### src/rtl/audio_pkg.sv
// Shared types and constants for the audio beat sequencer.
// Latency: n/a (declarations only).
// Backpressure: n/a.
package audio_pkg;

    localparam int BEAT_W            = 8;
    localparam int BEAT_FREQ_DEFAULT = 8;

    typedef enum logic [1:0] {
        IDLE  = 2'd0,
        PLAY  = 2'd1,
        PAUSE = 2'd2
    } seq_state_t;

endpackage

### src/rtl/beat_tick_gen.sv
// Beat divider: counts 0..DIV-1 while en=1 and pulses tick on the terminal count.
// Latency: tick is combinational from the count register, valid in the terminal cycle.
// Backpressure: none; en=0 freezes the count, clr forces it back to 0.
module beat_tick_gen #(
    parameter int DIV = 8
) (
    input  logic clk,
    input  logic rst,
    input  logic en,
    input  logic clr,
    output logic tick
);

    localparam int              CNT_W   = (DIV > 1) ? $clog2(DIV) : 1;
    localparam logic [CNT_W-1:0] CNT_MAX = CNT_W'(DIV - 1);

    logic [CNT_W-1:0] cnt_q;
    logic [CNT_W-1:0] cnt_d;

    assign tick = en && (cnt_q == CNT_MAX);

    always_comb begin
        cnt_d = cnt_q;
        if (clr) begin
            cnt_d = '0;
        end else if (en) begin
            cnt_d = (cnt_q == CNT_MAX) ? '0 : cnt_q + CNT_W'(1);
        end
    end

    always_ff @(posedge clk) begin
        if (rst) begin
            cnt_q <= '0;
        end else begin
            cnt_q <= cnt_d;
        end
    end

endmodule

### src/rtl/beat_sequencer.sv
// Song beat sequencer: steps ibeat at BEAT_FREQ, loops or finishes at LEN-1.
// Latency: all outputs registered; ibeat/beat_tick update one cycle after the divider tick.
// Backpressure: pause (only with BEAT_SEQ_PAUSE_EN defined) freezes divider and ibeat.
module beat_sequencer
    import audio_pkg::*;
#(
    parameter int CLK_FREQ  = 100_000_000,
    parameter int BEAT_FREQ = BEAT_FREQ_DEFAULT,
    parameter int LEN       = 128
) (
    input  logic              clk,
    input  logic              rst,
    input  logic              play,
    input  logic              loop,
    input  logic              pause,
    output logic [BEAT_W-1:0] ibeat,
    output logic              beat_tick,
    output logic              busy,
    output logic              done
);

    localparam int               DIV       = CLK_FREQ / BEAT_FREQ;
    localparam logic [BEAT_W-1:0] LAST_BEAT = BEAT_W'(LEN - 1);

    seq_state_t        state_q, state_d;
    logic [BEAT_W-1:0] ibeat_q, ibeat_d;
    logic              beat_tick_q, beat_tick_d;
    logic              busy_q, busy_d;
    logic              done_q, done_d;
    logic              tick_en;
    logic              tick_clr;
    logic              tick;

    // The divider only runs in cycles that stay in PLAY, so a tick landing on
    // a pause or stop edge never fires and the count is frozen where it was.
`ifdef BEAT_SEQ_PAUSE_EN
    assign tick_en = (state_q == PLAY) && play && !pause;
`else
    logic unused_pause;
    assign unused_pause = pause;
    assign tick_en      = (state_q == PLAY) && play;
`endif

    assign tick_clr = (state_q == IDLE) || (state_d == IDLE);

    beat_tick_gen #(
        .DIV (DIV)
    ) u_tick_gen (
        .clk  (clk),
        .rst  (rst),
        .en   (tick_en),
        .clr  (tick_clr),
        .tick (tick)
    );

    always_ff @(posedge clk) begin
        if (rst) begin
            state_q     <= IDLE;
            ibeat_q     <= '0;
            beat_tick_q <= 1'b0;
            busy_q      <= 1'b0;
            done_q      <= 1'b0;
        end else begin
            state_q     <= state_d;
            ibeat_q     <= ibeat_d;
            beat_tick_q <= beat_tick_d;
            busy_q      <= busy_d;
            done_q      <= done_d;
        end
    end

    always_comb begin
        state_d = state_q;
        case (state_q)
            IDLE: begin
                if (play) state_d = PLAY;
            end
            PLAY: begin
                if (!play) begin
                    state_d = IDLE;
`ifdef BEAT_SEQ_PAUSE_EN
                end else if (pause) begin
                    state_d = PAUSE;
`endif
                end else if (tick && (ibeat_q == LAST_BEAT) && !loop) begin
                    state_d = IDLE;
                end
            end
`ifdef BEAT_SEQ_PAUSE_EN
            PAUSE: begin
                if (!play) begin
                    state_d = IDLE;
                end else if (!pause) begin
                    state_d = PLAY;
                end
            end
`endif
            default: state_d = IDLE;
        endcase
    end

    // Leaving PLAY for IDLE with play still high can only be song completion.
    always_comb begin
        busy_d      = (state_d != IDLE);
        done_d      = (state_q == PLAY) && (state_d == IDLE) && play;
        beat_tick_d = (state_q == PLAY) && (state_d == PLAY) && tick;
        ibeat_d     = ibeat_q;
        if (state_d == IDLE) begin
            ibeat_d = '0;
        end else if (beat_tick_d) begin
            ibeat_d = (ibeat_q == LAST_BEAT) ? '0 : ibeat_q + BEAT_W'(1);
        end
    end

    assign ibeat     = ibeat_q;
    assign beat_tick = beat_tick_q;
    assign busy      = busy_q;
    assign done      = done_q;

endmodule

### config.mk
export PLATFORM = sky130hd
export DESIGN_NAME = beat_sequencer
export DESIGN_NICKNAME = d
export VERILOG_FILES = /design/src/rtl/audio_pkg.sv /design/src/rtl/beat_tick_gen.sv /design/src/rtl/beat_sequencer.sv
export SDC_FILE = /design/constraint.sdc
export NUM_CORES = 1
export LEC_CHECK = 0
export CAP_MARGIN = 20
export CORE_UTILIZATION = 30
export CTS_BUF_LIST = sky130_fd_sc_hd__clkbuf_4 sky130_fd_sc_hd__clkbuf_8 sky130_fd_sc_hd__clkbuf_16
export DETAILED_ROUTE_END_ITERATION = 6
export GPL_TIMING_DRIVEN = 0
export REMOVE_ABC_BUFFERS = 1
export SYNTH_ARGS = -nofsm -noshare
export SYNTH_HDL_FRONTEND = slang
export SYNTH_HIERARCHICAL = 1
export SYNTH_SLANG_ARGS = --single-unit
export TNS_END_PERCENT = 100
### constraint.sdc
create_clock -name clk -period 3.5 [get_ports clk]
set_input_delay 0.7 -clock clk [delete_from_list [all_inputs] [get_ports clk]]
set_output_delay 0.7 -clock clk [all_outputs]
set_load 0.01 [all_outputs]
Yosys cells after proc, flatten, opt, wreduce, memory -nomap -nowiden --
Cells that the tools add are included. Widths: inputs -> output; s select.
Operators by class: reduce and logical (&&, ||, !) cells 15, multiplexer cells 6, add/sub/neg operators 2, equal/unequal tests 4
Operator list (number):
- $add 24x1->24 const B | 1
- $eq 24x24->1 const B | 1
- $mux 24 | 1
- $add 8x1->8 const B | 1
- $eq 8x7->1 const B | 1
- $logic_and 1x1->1 | 8
- $mux 8 | 1
- $mux 2 | 3
- $eq 2x1->1 const B | 2
- $logic_not 2->1 | 2
- $pmux 2 s2 | 1
- $reduce_or 2->1 | 2
- $reduce_bool 2->1 | 1
- $logic_not 1->1 | 1
- $logic_or 1x1->1 | 1
Word-level totals: flip-flop bits (word level) 37, word-level logic and storage cells 33, bits of input ports 5

Longest topological paths before layout --
depth after elaboration 11, gate-level depth with buffers 13

Hierarchy --
The synthesis kept the hierarchy.
Modules (own cells, without submodules):
- beat_tick_gen | area an instance 1152.4 µm², instances 1, cells each 135, seq. area each 480.5 µm²
- beat_sequencer | area an instance 599.3 µm², instances 1, cells each 67, seq. area each 260.2 µm²

Least setup slack after synthesis --
Ideal clock, no wire load.
path type input port to flip-flop, start point input play, end point register u_tick_gen.cnt_q[0], path slack 0.656 ns, arrival 2.716 ns, required time 3.372 ns, buffers on the path 2, stages on the path 13, cells stage by stage nor2b_1 and2_1 buf_4 and4_1 nand4_1 nor4_1 nor2b_1 nand2b_1 nand2_1 nor2_1 o31ai_1 clkbuf_1 nor2_1
Between the ends: longest elaborated chain between the ends 10
Ends and longest elaborated chain:
- from (decl) | line beat_sequencer.sv:13 | input logic play,
- $logic_and 1x1->1 | line beat_sequencer.sv:41 | assign tick_en = (state_q == PLAY) && play;
- net tick_en | line beat_sequencer.sv:30 | logic tick_en;
- $logic_and 1x1->1 | line beat_tick_gen.sv:20 | assign tick = en && (cnt_q == CNT_MAX);
- net tick | line beat_sequencer.sv:32 | logic tick;
- $logic_and 1x1->1 (2 in series) | line beat_sequencer.sv:85 | end else if (tick && (ibeat_q == LAST_BEAT) && !loop) begin
- $mux 2 | line beat_sequencer.sv:85
- $mux 2 | line beat_sequencer.sv:79 | if (!play) begin
- $pmux 2 s2 | line beat_sequencer.sv:74 | case (state_q)
- $logic_not 2->1 | line beat_sequencer.sv:44 | assign tick_clr = (state_q == IDLE) || (state_d == IDLE);
- $logic_or 1x1->1 | line beat_sequencer.sv:44
- net tick_clr | line beat_sequencer.sv:31 | logic tick_clr;
- $reduce_or 2->1 (no source line)
- to (signal assigned) | line beat_tick_gen.sv:35 | cnt_q <= cnt_d;
- to (decl) | line beat_tick_gen.sv:17 | logic [CNT_W-1:0] cnt_q;
The timed path passes the listed nets, and every way through them passes these cells. A chain may end at the register's enable or synchronous reset.

Worst setup path in the final report --
start point input play, end point register ibeat_q[4], in the netlist ibeat[4]
Between the ends: longest elaborated chain between the ends 10
Ends and longest elaborated chain:
- $logic_and 1x1->1 (*) | line beat_sequencer.sv:41
- net tick_en | line beat_sequencer.sv:30
- $logic_and 1x1->1 (*) | line beat_tick_gen.sv:20
- net tick | line beat_sequencer.sv:32
- $logic_and 1x1->1 (2 in series) | line beat_sequencer.sv:85
- $mux 2 | line beat_sequencer.sv:85
- $mux 2 | line beat_sequencer.sv:79
- $pmux 2 s2 | line beat_sequencer.sv:74
- $eq 2x1->1 | line beat_sequencer.sv:106 | beat_tick_d = (state_q == PLAY) && (state_d == PLAY) && tick;
- $logic_and 1x1->1 (2 in series) | line beat_sequencer.sv:106
- to (signal assigned) | line beat_sequencer.sv:65 | ibeat_q <= ibeat_d;
- to (decl) | line beat_sequencer.sv:26 | logic [BEAT_W-1:0] ibeat_q, ibeat_d;
Mark *: on every way through the listed nets, which the timed path passes. The rest lies on a longest branch.

==> qor.txt <==
Global route overflow: 0
Worst Path Buf+Inv: 1
Synth async-reset ratio: 0%
Die W: 78.4 um
Hold Path Class: reg2reg
Total GRT Usage: 12.4%
Die ar.: 6150 sq um
Largest family of logic cells by synthesized area: simple AND/OR/NAND/NOR gates
Crit path max fanout: 9
Max IR drop VDD: 0.000160 V
Arr. time, crit path: 3.44 ns
Sinks on Clock Net: 37
Area grow syn2layout: 20.5%
Main synth FF type: dfxtp_1
Starting Density: 31.4%
Mapped Cells: 202
IO buf count: 14
Post-synth EDFFs: 0
Register area: 741 sq um
Drt first pass iters: 4
CP peak stage delay: 0.50 ns
Xor-xnor portion of the synthesized cell area: 6.00%
Mapped cell area: 1750 sq um
Core footprint: 5570 sq um
Unrepaired setup endpoints after global routing: false
RePlAce Congestion: 0.727
Via count: 1478
Slew @ Worst Pin: 0.516 ns
Compound-gate portion of the synthesized area: 13.4%
Area of the multi-input gates: 978 sq um
Vias in the first global route: 1375
Max Cap Viol: 0
Largest net degree at the start of global routing: 15
CTS buffer count: 5
Final Cycle Share: 91.7%
Maximum operating frequency: 0.312 GHz
Critical path depth: 10
Setup Skew: 0.00813 ns
Vias/cell: 5.10
Clock-pin slew on the worst setup and hold paths: 0.08 ns
Crit-path cells: clkdlybuf4s50_1 -> nor2b_2 -> and2_4 -> and4_1 -> nand4_1 -> nor4_4 -> and4b_1 -> o21ai_1 -> or3_1 -> a21oi_1
Leakage power: 0.622 nW
Clk buf depth: 2
Root Driver: clkbuf_8
Worst setup EP type: flip-flop
Final nets: 224
Crit start category: primary input
Synth Area in Simple Gates: 31.8%
Global-route wire length before repair: 6040 um
Row Count: 27
Seq cells post-synth: 37
Yosys warning count: 6
Layout cells sized above 1: 9.17%
Avg Cell Area, Syn: 8.67 sq um
Top cell family by delay on the critical path: simple AND/OR/NAND/NOR gates
Detail Route Antenna Nets: 0
Sequential area share after synthesis: 42.3%
Initial antenna violation count: 0
Required time of the critical path: 3.73 ns
Area contributors post-synth: dfxtp_1 42%, a21oi_1 4.9%, nor2_1 4.7%
Pins Over Slew Limit: 0
Finished Cell Area: 2110 sq um
Initial DRC Count: 47
FILL cells: 595
Dpl cell area: 1970 sq um
Final hold vios: 0
Die Height: 78.4 um
Mux contribution to synthesized area: 1.14%
Relative slew slack: 65.6%
Placed wire-length estimate: 2470 um
Total power draw: 0.826 mW
Worst Hold Depth: 2
Setup CP Type: in2reg
CTS tree: done
Count of boundary I/O pins: 16
CP max-delay cell: clkdlybuf4s50_1
Cts-stage hold buffer count: 0
Routed WL per cell: 12.0 um
Final setup violation count: 0
Tmin final: 3.21 ns
Outcome: finished clean
DR DRC count: 0
PD cells: 391 nW/um^2
Yosys cell types: 41
N_diodes: 0
Later-pin clock latency in the skew report: 0.29 ns
Adder-cell area share of the yosys netlist: 1.43%
Yosys top cell area share: 42.3%
R2r worst-path depth: 9
Htree depth: 2
Largest area contributor in the netlist: dfxtp_1
WL final: 3490 um
-- Yosys cell counts, types with 4 or more instances --
master,instances
a21oi_1,17
dfxtp_1,37
inv_1,7
nand2_1,13
nand3_1,10
nand4_1,7
nor2_1,22
nor3_1,4
o21ai_0,8
o31ai_1,7
or3_1,9
or4_1,7
xnor2_1,5
xor2_1,7
-- kinds of logic (layout without fill, tap and decap cells) --
logic type      after synthesis  in the layout
compound gates               38             38
other cells                   1              1
mux                           2              2
buf+inv                      14             30
xor+xnor                     12             12
fa+ha+maj                     2              2
simple gates                 96             96
flops                        37             37
-- where the power goes --
part,leakage [nW],switching (mW),internal [mW],total (mW)
sequential,0.299,0.00104,0.422,0.423
clock,0.0574,0.159,0.232,0.390
combinational,0.266,0.00612,0.00646,0.0126
-- through the flow --
step | hold WS, ns | worst slack, ns | std cells | setup TNS, ns | utilization, %
floorplan | 0.461 | 0.189 | 195 | 0 | -
global placement | 0.483 | -1.38 | 281 | -32.79 | 34.8
detailed placement | 0.489 | -0.391 | 282 | -7.16 | 35.4
CTS | 0.500 | 0.0561 | 290 | 0 | 37.6
global route | 0.537 | 0.0516 | 290 | 0 | 37.9
finish | 0.502 | 0.291 | 290 | 0 | 37.9
-- cells in the final DEF (no fill, tap or decap), drive strengths merged, types with 6 or more instances in the layout --
master         count
nand2             13
xor2               7
a21oi             17
clkbuf             6
nor2              22
or4                8
nand4              9
clkdlybuf4s50     14
inv                7
o21ai              9
or3                9
dfxtp             37
nand3             10
o31ai              7
-- state kept, by name (all words and copies together), names as in the netlist --
| register | flops |
|---|---|
| ibeat | 8 |
| u_tick_gen/cnt_q | 24 |
| done | 1 |
| state_q | 2 |
| busy | 1 |
| beat_tick | 1 |
-- path summary, 6_finish.rpt --
kind / startpoint / slack, ns / endpoint
setup / recovery: play / 0.29 / ibeat[4]$_SDFFE_PP0P_
hold / removal: u_tick_gen/cnt_q[20]$_SDFFE_PP0P_ / 0.50 / u_tick_gen/cnt_q[20]$_SDFFE_PP0P_
setup reg to reg: state_q[1]$_SDFF_PP0_ / 0.92 / ibeat[4]$_SDFFE_PP0P_
hold reg to reg: u_tick_gen/cnt_q[20]$_SDFFE_PP0P_ / 0.50 / u_tick_gen/cnt_q[20]$_SDFFE_PP0P_
-- worst register-to-register path, cell delays in order (launching register included) --
cell and delay [ns]:
dfxtp_1 0.33, nor2b_2 0.17, and2_4 0.23, and4_1 0.26, nand4_1 0.25, nor4_4 0.25, and4b_1 0.30, o21ai_1 0.21
or3_1 0.39, a21oi_1 0.14
-- area by class of cell --
class / count / share of cell area, %
Timing Repair Buffer: 15 / 7.35
Clock inverter: 2 / 1.78
Sequential cell: 37 / 35.1
Tap cell: 72 / 4.27
Inverter: 7 / 1.24
Multi-Input combinational cell: 151 / 46.4
Clock buffer: 6 / 3.91
-- timing repair --
item	in CTS	in global routing
gates resized for setup	1	4
gates cloned	0	0
setup buffers	0	0
endpoints found under the setup margin	1	19
-- layer usage --
metal,vias up,routed length (um),track usage [%]
met3,3,85,2.91
met5,-,0,0
met2,18,1590,20.4
met1,692,1790,15.4
li1,765,-,-
met4,0,30,5.56
No activity file was read; power rests on OpenSTA's default activity.
